[src/rtl/hht_pkg.sv]
// Shared types and defaults for the HHT gather-controller drain stage.
package hht_pkg;
    typedef enum logic [1:0] {IDLE, STREAM, DRAIN, DONE} vbuf_state_t;

    localparam int          HHT_DW       = 32;
    localparam logic [31:0] HHT_BUF_ADDR = 32'd126;
endpackage

[src/rtl/hht_sync_fifo.sv]
// Single-clock FIFO holding gathered vector values; head word visible for the
// owner to register on pop. flush empties it in one cycle.
module hht_sync_fifo #(
    parameter int DEPTH = 8,
    parameter int DW    = 32
) (
    input  logic                       Clk,
    input  logic                       Rst,
    input  logic                       flush,
    input  logic                       push,
    input  logic                       pop,
    input  logic [DW-1:0]              wdata,
    output logic [DW-1:0]              rdata,
    output logic                       full,
    output logic                       empty,
    output logic [$clog2(DEPTH):0]     count
);
    localparam int AW = $clog2(DEPTH);
    localparam int CW = AW + 1;

    logic [DW-1:0] mem [DEPTH];
    logic [AW-1:0] wr_ptr_reg;
    logic [AW-1:0] rd_ptr_reg;
    logic [CW-1:0] count_reg;

    always_ff @(posedge Clk) begin
        if (push) begin
            mem[wr_ptr_reg] <= wdata;
        end
    end

    // Power-of-two depth lets the pointers wrap by natural overflow.
    always_ff @(posedge Clk or posedge Rst) begin
        if (Rst) begin
            wr_ptr_reg <= '0;
            rd_ptr_reg <= '0;
            count_reg  <= '0;
        end else if (flush) begin
            wr_ptr_reg <= '0;
            rd_ptr_reg <= '0;
            count_reg  <= '0;
        end else begin
            if (push) wr_ptr_reg <= wr_ptr_reg + 1'b1;
            if (pop)  rd_ptr_reg <= rd_ptr_reg + 1'b1;
            case ({push, pop})
                2'b10:   count_reg <= count_reg + 1'b1;
                2'b01:   count_reg <= count_reg - 1'b1;
                default: count_reg <= count_reg;
            endcase
        end
    end

    assign rdata = mem[rd_ptr_reg];
    assign full  = (count_reg == CW'(DEPTH));
    assign empty = (count_reg == '0);
    assign count = count_reg;
endmodule

[src/rtl/hht_vbuf_drain.sv]
// Drain stage: buffers gathered values and serves them to CPU loads at a mailbox
// address. Optional stall statistics are enabled with HHT_STALL_STATS_EN.
module hht_vbuf_drain
    import hht_pkg::*;
#(
    parameter int          DEPTH    = 8,
    parameter int          DW       = HHT_DW,
    parameter logic [31:0] BUF_ADDR = HHT_BUF_ADDR
) (
    input  logic                   Clk,
    input  logic                   Rst,
    input  logic                   start,
    input  logic [31:0]            csize,
    input  logic                   wn,
    input  logic [DW-1:0]          dataIn,
    output logic                   full,
    input  logic                   RD,
    input  logic [31:0]            cpu_addr,
    output logic [DW-1:0]          dataOut,
    output logic                   dout_valid,
    output logic                   stall,
    output logic                   empty,
    output logic [$clog2(DEPTH):0] count,
    output logic                   done,
    output logic [31:0]            stall_cycles
);
    vbuf_state_t   state;
    logic [31:0]   csize_reg;
    logic [31:0]   push_cnt;
    logic [31:0]   pop_cnt;
    logic [DW-1:0] fifo_head;
    logic          in_pass;
    logic          rd_hit;
    logic          push;
    logic          pop;
    logic          last_push;
    logic          last_pop;

    assign in_pass   = (state == STREAM) || (state == DRAIN);
    assign rd_hit    = RD && (cpu_addr == BUF_ADDR);
    // full/empty are sampled before this cycle's pop/push: no bypass either way.
    assign push      = !start && (state == STREAM) && wn && !full;
    assign pop       = !start && in_pass && rd_hit && !empty;
    assign stall     = !start && in_pass && rd_hit && empty;
    assign last_push = push && ((push_cnt + 32'd1) == csize_reg);
    assign last_pop  = pop && ((pop_cnt + 32'd1) == csize_reg);

    hht_sync_fifo #(.DEPTH(DEPTH), .DW(DW)) u_fifo (
        .Clk   (Clk),
        .Rst   (Rst),
        .flush (start),
        .push  (push),
        .pop   (pop),
        .wdata (dataIn),
        .rdata (fifo_head),
        .full  (full),
        .empty (empty),
        .count (count)
    );

    always_ff @(posedge Clk or posedge Rst) begin
        if (Rst) begin
            state      <= IDLE;
            csize_reg  <= '0;
            push_cnt   <= '0;
            pop_cnt    <= '0;
            dataOut    <= '0;
            dout_valid <= 1'b0;
            done       <= 1'b0;
        end else begin
            dout_valid <= 1'b0;
            done       <= 1'b0;
            if (start) begin
                csize_reg <= csize;
                push_cnt  <= '0;
                pop_cnt   <= '0;
                state     <= (csize == 32'd0) ? DONE : STREAM;
                done      <= (csize == 32'd0);
            end else begin
                if (push) push_cnt <= push_cnt + 32'd1;
                if (pop)  pop_cnt  <= pop_cnt + 32'd1;
                if (pop) begin
                    dataOut    <= fifo_head;
                    dout_valid <= 1'b1;
                end else if (rd_hit && !in_pass) begin
                    dataOut    <= '0;
                    dout_valid <= 1'b1;
                end
                if (last_pop) begin
                    state <= DONE;
                    done  <= 1'b1;
                end else if (last_push) begin
                    state <= DRAIN;
                end
            end
        end
    end

`ifdef HHT_STALL_STATS_EN
    logic [31:0] stall_cnt_reg;

    always_ff @(posedge Clk or posedge Rst) begin
        if (Rst) begin
            stall_cnt_reg <= '0;
        end else if (start) begin
            stall_cnt_reg <= '0;
        end else if (stall && (stall_cnt_reg != 32'hFFFF_FFFF)) begin
            stall_cnt_reg <= stall_cnt_reg + 32'd1;
        end
    end

    assign stall_cycles = stall_cnt_reg;
`else
    assign stall_cycles = 32'd0;
`endif
endmodule

[config.mk]
export PLATFORM = sky130hd
export DESIGN_NAME = hht_vbuf_drain
export DESIGN_NICKNAME = d
export VERILOG_FILES = /design/src/rtl/hht_pkg.sv /design/src/rtl/hht_sync_fifo.sv /design/src/rtl/hht_vbuf_drain.sv
export SDC_FILE = /design/constraint.sdc
export NUM_CORES = 1
export LEC_CHECK = 0
export ABC_AREA = 1
export BUFFER_PORTS_ARGS = -buffer_cell sky130_fd_sc_hd__buf_2
export CORE_MARGIN = 2
export CORE_UTILIZATION = 35
export CTS_BUF_LIST = sky130_fd_sc_hd__clkbuf_4
export CTS_CLUSTER_DIAMETER = 200
export DETAILED_ROUTE_END_ITERATION = 10
export GPL_TIMING_DRIVEN = 0
export SETUP_SLACK_MARGIN = 0.15
export SYNTH_ARGS = -nofsm -noshare
export SYNTH_HDL_FRONTEND = slang
export SYNTH_SLANG_ARGS = --single-unit
[constraint.sdc]
create_clock -name Clk -period 9.1 [get_ports Clk]
set_input_delay 0.455 -clock Clk [delete_from_list [all_inputs] [get_ports Clk]]
set_output_delay 0.455 -clock Clk [all_outputs]
set_load 0.03 [all_outputs]
-- Word-level counts from Yosys, hierarchy flattened
Memory sizes are Yosys's and may differ from the RTL's.
Cells that the tools add are included.
- eq/ne operators: 8
- add/sub/neg operators: 6
- multiplexer cells: 23
- bitwise operators: 1
- divide/modulo/power cells: 0
- magnitude comparators: 0
- shift-type cells: 0
- reduce and logical (&&, ||, !) cells: 24
- multipliers: 0
- operators by type and width (operator ; count):
    $mux 32 ; 6
    $add 32x1->32 const B ; 2
    $eq 32x32->1 ; 2
    $eq 32x7->1 const B ; 1
    $logic_not 32->1 ; 1
    $mux 3 ; 4
    $logic_and 1x1->1 ; 11
    $mux 2 ; 4
    $pmux 4 s2 ; 1
    $mux 1 ; 7
    $add 3x1->3 const B ; 2
    $reduce_bool 2->1 ; 3
    $reduce_bool 3->1 ; 2
    $add 4x1->4 const B ; 1
    $eq 2x1->1 const B ; 2
    $eq 2x2->1 const B ; 2
    $eq 4x4->1 const B ; 1
    $logic_not 1->1 ; 4
    $logic_not 4->1 ; 1
    $mux 4 ; 1
    $sub 4x1->4 const B ; 1
    $reduce_and 2->1 ; 1
    $logic_or 1x1->1 ; 1
    $not 1->1 ; 1
- register bits after elaboration: 142
- latch bits: 0
- memories: 1
- bits of input ports: 101
- ROM bits: 0
- output and inout bits: 73
- bits in writable memories: 256
- memory list (name ; words ; width ; read ports ; clocked after memory_dff ; write ports ; line ; text):
    u_fifo.mem ; 8 ; 32 ; 1 ; 0 ; 1 ; hht_sync_fifo.sv:21 ; logic [DW-1:0] mem [DEPTH];

-- Logic depth before layout (Yosys ltp)
- depth after elaboration: 8
- depth in mapped cells: 18

-- By module
A second synthesis with hierarchy kept.
- cell total of the unflattened synthesis: 2118
- area total of the unflattened synthesis: 19103.3 µm²
- by module, submodules not included (module ; times used ; area an instance (µm²) ; cells each):
    hht_sync_fifo ; 1 ; 10641.5 ; 879
    hht_vbuf_drain ; 1 ; 8461.9 ; 1239

-- Worst setup path before layout
OpenSTA, ideal clock, no wires.
- path type: input -> register
- from: input start
- to: memory u_fifo.mem[0][0] (enable)
- arrival: 2.628 ns
- buffers on the path: 1
- data required time: 8.679 ns
- library setup time: 0.421 ns
- path slack: 6.051 ns
- stages: 6
- cell sequence: clkbuf_8 -> inv_1 -> nand3_1 -> a21oi_2 -> nand2_1 -> nor2_1
- word-level cells in the longest chain between the ends: 6
- ends and longest elaborated chain (item ; line ; text):
    from (decl) ; hht_vbuf_drain.sv:12 ; input logic start,
    $logic_not 1->1 ; hht_vbuf_drain.sv:42 ; assign push = !start && (state == STREAM) && wn && !full;
    $logic_and 1x1->1 (3 in series) ; hht_vbuf_drain.sv:42 ;
    $mux 1 ; hht_sync_fifo.sv:27 ; if (push) begin
    $mux 1 (implied by the code) ; hht_sync_fifo.sv:28 ; mem[wr_ptr_reg] <= wdata;
    to (decl) ; hht_sync_fifo.sv:21 ;
Every way passes these cells.

-- Final worst setup path
- from: register state[1]
- to: register pop_cnt[3]
- word-level cells in the longest chain between the ends: 6
- elaborated cells between the ends (all ways): 7
- classes of those cells: eq/ne: 2; reduce/logical: 5
- ends and longest elaborated chain (item ; line ; text):
    from (decl) ; hht_vbuf_drain.sv:27 ; vbuf_state_t state;
    from (signal assigned) ; hht_vbuf_drain.sv:77 ; state <= (csize == 32'd0) ? DONE : STREAM;
    $eq 2x1->1 / $eq 2x2->1 (equally long branches) ; hht_vbuf_drain.sv:39 ; assign in_pass = (state == STREAM) || (state == DRAIN);
    $logic_or 1x1->1 (*) ; hht_vbuf_drain.sv:39 ;
    $logic_and 1x1->1 (*) (3 in series) ; hht_vbuf_drain.sv:43 ; assign pop = !start && in_pass && rd_hit && !empty;
    $reduce_bool 2->1 (no source line) (*) ; -- ;
    to (signal assigned) ; hht_vbuf_drain.sv:81 ; if (pop) pop_cnt <= pop_cnt + 32'd1;
    to (decl) ; hht_vbuf_drain.sv:30 ; logic [31:0] pop_cnt;
Mark *: on every way between the ends. The rest lies on a longest branch, timed or not.
A chain may end at the register's enable or synchronous reset.

==> results.py <==
metrics = {
    "logic_synthesis": {
        "netlist_top_cells_count": "712 x nand2_1, 256 x edfxtp_1, 157 x nor2_1, 152 x nand3_1, 151 x inv_1",
        "ys_ff_latch": 398,
        "async_flop_share_pct": 35.7,
        "synthTopCellsByArea": "edfxtp_1 41%, dfrtp_1 19%, nand2_1 14%, nand3_1 4.0%, nor2_1 3.1%",
        "synthSimpleGateAreaFrac_pct": 23.8,
        "synth_ff_type": "edfxtp_1",
        "synth-edff-count": 256,
        "synth.most_common_cell": "nand2_1",
        "synth.distinct_cells": 38,
        "syn_inst": 2071,
        "yosys.area.top_type": "edfxtp_1",
        "synth_top_family_by_area": "simple AND/OR/NAND/NOR gates",
        "synth-compound-area-share_pct": 8.53,
        "yosys.area_share.xor_xnor_pct": 0.277,
        "ys_seq_area_share_pct": 59.2,
        "muxShareOfSynthArea_pct": 1.69,
        "yosys.area.top_type_share_pct": 40.5,
        "yosysWarningCount": 0,
        "synth_area_per_cell_sq_um": 9.16,
        "synth_area_sq_um": 19000,
        "yosys.area_share.adder_pct": 0.462,
    },
    "clocking": {
        "cts_tree": "done",
        "ctsHtreeMaxLevel": 3,
        "root_buffer": "clkbuf_4",
        "path_clk_slew_ns": 0.08,
        "holdBufCountCts": 66,
        "clkSinkCount": 398,
        "post_cts_buffers": 0,
        "clock_latency_ns": 0.86,
        "clk_path_buf_depth": 3,
        "cts_buffers": 107,
        "cts_resized": 0,
    },
    "grt": {
        "antenna_found_initial": 6,
        "track_usage_pct": 21.0,
        "grt_max_degree": 117,
        "grt.overflow.total": 0,
        "grt_pass1_vias": 16200,
        "grt_pass1_wl_mm": 90.4,
    },
    "worst_setup_path": {
        "reg2reg_slack_ns": 5.31,
        "cp_max_fo": 10,
        "worst-setup-path-type": "flop to flop",
        "end_kind": "flop",
        "path_delay_family": "simple AND/OR/NAND/NOR gates",
        "cp_data_required_time_ns": 9.76,
        "crit_slowest_cell": "nor3_1",
        "r2r_end": "pop_cnt[3]",
        "worstPathArrival_ns": 4.45,
        "critPathLaunchType": "flop",
        "rr_worst_depth": 9,
        "cpPeakStageDelay_ns": 0.86,
        "crit_buf_inv": 3,
        "path_cells": "inv_1 -> ha_1 -> nor2_1 -> inv_1 -> nor3_1 -> nand2_1 -> nand2_1 -> clkbuf_1 -> o21ai_0",
        "reg2reg_from": "state[1]",
    },
    "drt": {
        "wirelength_mm": 59.2,
        "drt_first_pass_iters": 7,
        "route.detailed.drc": 0,
        "first_iter_violations": 1400,
        "vias": 16400,
        "wl_per_cell_um": 18.4,
        "avgViaCountPerCell": 5.09,
        "ant_nets": 0,
    },
    "cells_and_area": {
        "drive_gt1_share_pct": 16.0,
        "largest-register": "u_fifo.mem",
        "syn_to_final_growth_pct": 21.3,
        "nNetsFinal": 2534,
        "finalNonFillerCells": 3211,
        "multi_input_area_sq_um": 6780,
        "n_fill_cell": 5250,
        "largest_reg_flops": 256,
        "regArea_sq_um": 11200,
    },
    "sta": {
        "rsz0062_at_grt": "false",
        "period_share_pct": 41.6,
        "fmax_mhz": 264,
        "hold_violations": 0,
        "tns_ns": 0,
        "final_max_slew_viol_count": 0,
        "worstMarginPinSlew_ns": 1.07,
        "period_minus_slack_ns": 3.79,
        "relSlewSlack_pct": 28.4,
        "setup_viol": 0,
        "skew_ns": 0.0646,
    },
    "floorplanning": {
        "fp-row-count": 85,
        "start_util_pct": 35.3,
        "io_pins": 174,
        "core_area_sq_um": 53700,
        "dieHeight_um": 237,
        "die_x_um": 237,
        "die_area_sq_um": 56100,
    },
    "power_and_ir_drop": {
        "p_per_area_nw_per_um2": 169,
        "leakage_nw": 9.56,
        "peakVddDrop_v": 0.000117,
    },
    "placement": {
        "portBuffers": 140,
        "gp_congestion": 0.890,
        "placedCellCount": 2947,
        "detailed_place_hpwl_mm": 41.4,
    },
    "outcome": {
        "status": "finished, final reports clean",
    },
    "hold_path": {
        "hold_class": "input port to asynchronous set/reset pin",
    },
    "flow_run": {
        "maxCapViolations": 0,
    },
}
==> worst min-delay path, stage by stage <==
cell and delay, ns:
dlygate4sd3_1 0.53, buf_2 0.15, inv_8 0.19
==> layout make-up <==
| class | count | area share (%) |
|---|---|---|
| clock inverter | 26 | 0.566 |
| inverter | 152 | 2.51 |
| sequential | 398 | 48.9 |
| antenna | 3 | 0.0326 |
| multi-input combinational | 1446 | 29.5 |
| clock buffer | 169 | 5.52 |
| timing repair buffer | 215 | 6.83 |
| tap | 696 | 3.79 |
| buffer | 106 | 2.43 |
==> worst max-delay path by stage <==
stage / start / to / depth (start not counted)
2_1_floorplan: Rst / csize_reg[0] / 1
3_3_place_gp: Rst / push_cnt[22] / 2
3_5_place_dp: cpu_addr[31] / u_fifo.rd_ptr_reg[0] / 9
4_1_cts: state[1] / pop_cnt[3] / 9
5_1_grt: state[1] / pop_cnt[5] / 9
6_report: state[1] / pop_cnt[3] / 9
==> per-layer routing <==
layer / routed length, um / vias up / track usage [%]
li1: - / 7770 / -
met1: 24500 / 7799 / 26.8
met2: 28300 / 664 / 34.9
met3: 4740 / 121 / 4.97
met4: 1670 / 6 / 7.50
met5: 37 / - / 0
==> where the power goes <==
part,total (mW),switching [mW],internal (mW)
logic,0.281,0.188,0.0927
registers,1.99,0.0284,1.96
clock network,1.63,0.785,0.846
total,3.90,1.00,2.90
==> cells in the final DEF (no fill, tap or decap), drive strengths merged, types with 73 or more instances in the layout <==
master	n
inv	158
a21oi	73
o21ai	98
buf	190
edfxtp	256
nand2	720
clkbuf	234
dfrtp	142
nand3	154
nor2	172
==> cell families after synthesis <==
logic type | Yosys count
XOR/XNOR | 6
other | 1
flip-flops | 398
multiplexers | 32
AND/OR/NAND/NOR | 1090
buffers and inverters | 258
adder cells (fa/ha/maj) | 7
AO/OA/AOI/OAI | 279
==> metrics by stage <==
step	hold slack (ns)	setup WS (ns)	power [mW]	cell area, sq um	util (%)
2_1_floorplan	0.458	4.84	2.16	19100	-
3_3_place_gp	0.465	2.37	2.27	20700	38.5
3_5_place_dp	0.433	5.31	2.28	20900	39.0
4_1_cts	0.0502	5.29	3.93	23000	42.8
5_1_grt	0.0695	5.17	4.06	23000	42.8
6_report	0.103	5.31	3.90	23000	42.8
Power figures use the tool's default switching activity.
